===== src/rtl/jump_pkg.sv =====
// Shared constants and types for the MIPS jump-control path.
package jump_pkg;

  localparam logic [5:0] OP_RTYPE = 6'b000000;
  localparam logic [5:0] OP_J     = 6'b000010;
  localparam logic [5:0] OP_JAL   = 6'b000011;
  localparam logic [5:0] FN_JR    = 6'b001000;
  localparam logic [5:0] FN_JALR  = 6'b001001;

  typedef enum logic [1:0] {IDLE, REDIRECT, FLUSH} state_e;
  typedef enum logic [2:0] {NONE, J, JAL, JR, JALR} jump_kind_e;

  function automatic logic kind_links(jump_kind_e k);
    return (k == JAL) || (k == JALR);
  endfunction

  function automatic logic kind_uses_rs(jump_kind_e k);
    return (k == JR) || (k == JALR);
  endfunction

endpackage


===== src/rtl/jump_decode.sv =====
// Combinational op/funct decode into a jump kind; shared with the hazard unit.
module jump_decode
  import jump_pkg::*;
(
  input  logic [5:0]  op_i,
  input  logic [5:0]  funct_i,
  output jump_kind_e  kind_o,
  output logic        is_jump_o
);

  always_comb begin
    kind_o = NONE;
    case (op_i)
      OP_J:     kind_o = J;
      OP_JAL:   kind_o = JAL;
      OP_RTYPE: begin
        if (funct_i == FN_JR)        kind_o = JR;
        else if (funct_i == FN_JALR) kind_o = JALR;
      end
      default:  kind_o = NONE;
    endcase
    is_jump_o = (kind_o != NONE);
  end

endmodule


===== src/rtl/jump_ctrl.sv =====
// Jump-control unit: latches jump target and link info, offers a PC redirect,
// issues the link write on acceptance, then holds a fetch-flush window.
//   state    | meaning
//   IDLE     | accepting instructions; jumps latched here, misaligned JR/JALR faulted
//   REDIRECT | redirect_pc offered, waiting for redirect_ready
//   FLUSH    | fetch squashed while the flush counter runs down
module jump_ctrl
  import jump_pkg::*;
#(
  parameter int          ADDR_W       = 32,
  parameter int          FLUSH_CYCLES = 2,
  parameter logic [4:0]  LINK_REG     = 5'd31
) (
  input  logic              clk,
  input  logic              rst_n,
  input  logic              instr_valid,
  output logic              instr_ready,
  input  logic [5:0]        op,
  input  logic [5:0]        funct,
  input  logic [4:0]        rd,
  input  logic [25:0]       imm26,
  input  logic [ADDR_W-1:0] rs_value,
  input  logic [ADDR_W-1:0] pc_plus4,
  output logic              is_jump,
  output logic              redirect_valid,
  input  logic              redirect_ready,
  output logic [ADDR_W-1:0] redirect_pc,
  output logic              link_we,
  output logic [4:0]        link_reg,
  output logic [ADDR_W-1:0] link_data,
  output logic              flush,
  output logic              misalign
);

  // Mask form keeps the J-target merge legal even when ADDR_W is exactly 28.
  localparam logic [ADDR_W-1:0] LOW28_MASK = ADDR_W'(28'hFFF_FFFF);
  localparam logic [3:0]        CNT_LOAD   = 4'(FLUSH_CYCLES - 1);

  jump_kind_e        kind;
  state_e            state_q, state_d;
  logic [3:0]        cnt_q, cnt_d;
  logic [ADDR_W-1:0] pc_q, pc_d;
  logic [ADDR_W-1:0] link_data_q, link_data_d;
  logic [4:0]        link_reg_q, link_reg_d;
  logic              link_q, link_d;
  logic              misalign_q, misalign_d;
  logic [ADDR_W-1:0] j_target;

  jump_decode u_decode (
    .op_i      (op),
    .funct_i   (funct),
    .kind_o    (kind),
    .is_jump_o (is_jump)
  );

  assign j_target = (pc_plus4 & ~LOW28_MASK) | ADDR_W'({imm26, 2'b00});

  always_ff @(posedge clk or negedge rst_n) begin
    if (!rst_n) begin
      state_q     <= IDLE;
      cnt_q       <= '0;
      pc_q        <= '0;
      link_data_q <= '0;
      link_reg_q  <= '0;
      link_q      <= 1'b0;
      misalign_q  <= 1'b0;
    end else begin
      state_q     <= state_d;
      cnt_q       <= cnt_d;
      pc_q        <= pc_d;
      link_data_q <= link_data_d;
      link_reg_q  <= link_reg_d;
      link_q      <= link_d;
      misalign_q  <= misalign_d;
    end
  end

  always_comb begin
    state_d     = state_q;
    cnt_d       = cnt_q;
    pc_d        = pc_q;
    link_data_d = link_data_q;
    link_reg_d  = link_reg_q;
    link_d      = link_q;
    misalign_d  = 1'b0;
    case (state_q)
      IDLE: begin
        if (instr_valid && is_jump) begin
          if (kind_uses_rs(kind) && (rs_value[1:0] != 2'b00)) begin
            misalign_d = 1'b1;
          end else begin
            pc_d    = kind_uses_rs(kind) ? rs_value : j_target;
            link_d  = kind_links(kind);
            state_d = REDIRECT;
            if (kind_links(kind)) begin
              link_reg_d  = (kind == JAL) ? LINK_REG : rd;
              link_data_d = pc_plus4;
            end
          end
        end
      end
      REDIRECT: begin
        if (redirect_ready) begin
          cnt_d   = CNT_LOAD;
          state_d = FLUSH;
        end
      end
      FLUSH: begin
        if (cnt_q == 4'd0) state_d = IDLE;
        else               cnt_d   = cnt_q - 4'd1;
      end
      default: state_d = IDLE;
    endcase
  end

  assign instr_ready    = (state_q == IDLE);
  assign redirect_valid = (state_q == REDIRECT);
  assign flush          = (state_q == FLUSH);
  assign link_we        = (state_q == REDIRECT) && redirect_ready && link_q;
  assign redirect_pc    = pc_q;
  assign link_reg       = link_reg_q;
  assign link_data      = link_data_q;
  assign misalign       = misalign_q;

endmodule

===== config.mk =====
export PLATFORM = sky130hd
export DESIGN_NAME = jump_ctrl
export DESIGN_NICKNAME = d
export VERILOG_FILES = /design/src/rtl/jump_pkg.sv /design/src/rtl/jump_decode.sv /design/src/rtl/jump_ctrl.sv
export SDC_FILE = /design/constraint.sdc
export NUM_CORES = 1
export LEC_CHECK = 0
export CORE_ASPECT_RATIO = 0.6
export CORE_UTILIZATION = 40
export CTS_CLUSTER_SIZE = 24
export DETAILED_ROUTE_END_ITERATION = 8
export GPL_ROUTABILITY_DRIVEN = 0
export PLACE_DENSITY_LB_ADDON = 0.12
export SKIP_CTS_REPAIR_TIMING = 1
export SLEW_MARGIN = 20
export SYNTH_ARGS = -nofsm -noshare
export SYNTH_HDL_FRONTEND = slang
export SYNTH_SLANG_ARGS = --single-unit
export TNS_END_PERCENT = 30

===== constraint.sdc =====
create_clock -name clk -period 4.8 [get_ports clk]
set_input_delay 1.2 -clock clk [delete_from_list [all_inputs] [get_ports clk]]
set_output_delay 1.2 -clock clk [all_outputs]
set_load 0.02 [all_outputs]

==> metrics.cfg <==
[route]
drt_pre_antenna_iters = 4
routed_wirelength_mm = 8.70
viasPerCell = 4.82
ant_nets = 0
drc = 0
wl_per_cell_um = 16.2
vias = 2590
initialDrtViolationCount = 73

[logic_synthesis]
avgSynthCellArea_um2 = 14.6
synth_xor_xnor_area_share = 0.00255
syn_nets = 347
seq_area_frac_synth = 0.561
synth-adder-area-share = 0.00364
ys_ff_latch = 77
synth_edf_count = 0
yosys.area_share.simple = 0.0612
synth_top_family_by_area = multiplexers
yosys-top-cells-area = dfrtp_1 56%, mux2_1 20%, mux2_2 10%
yosysTopAreaCell = dfrtp_1
synth-main-ff-cell = dfrtp_1
ys_warn_count = 0
ys_types = 33
syn_area_um2 = 3430
synthTopCellsByCount = 77 x dfrtp_1, 62 x mux2_1, 31 x mux2_2
synth_top_area_frac = 0.561
synth_most_common_cell = dfrtp_1
synth_compound_gate_area_share = 0.0353
synthCells = 235
synthArstFlopShare = 1.00
synth_mux_area_frac = 0.305

[floorplanning]
initial_core_util = 0.424
die_h_um = 73.8
die_area_um2 = 8970
die_width_um = 122
rows = 25
core_um2 = 8100
io_pins = 186

[clock_tree]
ctsRootBufferMaster = clkbuf_16
clk_path_buf_depth = 2
insertion_delay_ns = 0.33
numClockSinks = 77
path_clk_slew_ns = 0.05
cts_buffers = 9
cts_tree = built
h-tree-depth = 3

[worst_setup_path]
rr_startpoint = state_q[1]
end_kind = output pin
start_kind = primary input
r2r-end = link_data[20]
cp.arrival_ns = 3.28
startpoint = op[3]
reg2reg_slack_ns = 2.55
path_class = primary input to output pin
cp.required_ns = 3.60
crit_fanout = 2
critPathCapture = is_jump
worst_r2r_path_depth = 5

[power]
sw_frac_of_total = 0.296
power_density_nw_per_um2 = 394
p_leak_nw = 2.47
vdd_drop_max_mv = 0.205
power.share.sequential = 0.393
p_int_mw = 1.57
power_frac_clock = 0.265
switchingPower_mw = 0.657
combPwrFrac = 0.342
total_power_mw = 2.22

[cells_and_area]
nets = 536
syn2layout_area_growth_pct = 64.4
fill_cells = 586
antenna_cells = 0
finalNonFillerCells = 537
fin_area_um2 = 5650
fin_util = 0.697
drive_gt1_frac = 0.126

[sta]
setup_slack_ns = 0.316
fin_hold_ws_ns = 0.483
hold_viol = 0
max_freq_mhz = 223
setup_viol = 0
fin_worst_skew_ns = 0.00612
fin_crit_sh = 0.934
finalCriticalPeriod_ns = 4.48
drv_slew = 0
slew_headroom = 0.681
tns_ns = 0
tightestPinTransition_ns = 0.474
rsz0062_at_grt = no

[placed_design]
port_buffers = 185
place_ws_ns = 0.311
dp.cells = 520
dpl_cell_area_um2 = 5370
place_hpwl_mm = 6.50

[global_route]
grt_pass1_vias = 2637
grt_pass1_wl_mm = 13.6
grt_max_degree = 78
overflow = 0
antenna_found_initial = 0
grt_use_total = 0.204

[job]
maxCapViolCount = 0

[min_path]
hp-class = register to register

[run_status]
status = finished clean

-- cell type report --
type / instances / area [um^2] / share of cell area
Inverter: 5 / 18.8 / 0.00332
Sequential cell: 77 / 1930 / 0.341
Tap cell: 108 / 135 / 0.0239
Clock inverter: 2 / 10.0 / 0.00177
Multi-Input combinational cell: 141 / 1410 / 0.249
Timing Repair Buffer: 190 / 1910 / 0.338
Clock buffer: 14 / 244 / 0.0432
-- layout by cell type (no fill, tap or decap), types with 3 or more instances in the layout --
cell type	synthesis	routed
clkdlybuf4s50_1	0	184
dfrtp_1	77	77
mux2_1	62	62
mux2_2	31	31
clkbuf_16	0	9
inv_1	5	5
o32a_1	5	5
clkbuf_1	0	5
buf_4	4	5
nor2_1	4	4
or3_1	4	4
nand2_1	3	3
o21ai_0	3	3
and2_1	3	3
-- power groups by stage --
stage / registers [mW] / logic, mW / clock network [mW]
2_1_floorplan: 1.04 / 0.179 / 0
3_3_place_gp: 0.874 / 0.752 / 0
3_5_place_dp: 0.885 / 0.762 / 0
4_1_cts: 0.874 / 0.768 / 0.607
5_1_grt: 0.892 / 0.810 / 0.638
6_report: 0.873 / 0.760 / 0.589
-- critical path, stage by stage --
cell and delay, ns:
clkdlybuf4s50_1 0.39, or4_1 0.63, nor4b_4 0.28, o21bai_1 0.16
clkdlybuf4s50_1 0.63
-- how the worst min path moves through the flow --
stage	start	endpoint	cells past startpoint
after global placement	link_q	link_q	1
final	link_data[23]	link_data[23]	1
after global routing	redirect_pc[22]	redirect_pc[22]	1
after CTS	redirect_pc[17]	redirect_pc[17]	1
after detailed placement	redirect_pc[17]	redirect_pc[17]	1
after floorplan	link_q	link_q	1
-- per-layer routing --
layer	vias to the layer above	wire (um)	track usage
li1	1225	-	-
met5	-	0	0
met2	101	4120	0.328
met4	0	58	0.0617
met1	1259	3640	0.246
met3	5	879	0.0947
-- cells by family after synthesis --
family,after synthesis
buf+inv,17
compound gates,16
mux,93
xor+xnor,1
fa+ha+maj,1
simple gates,30
flops,77
Power figures use the tool's default switching activity.
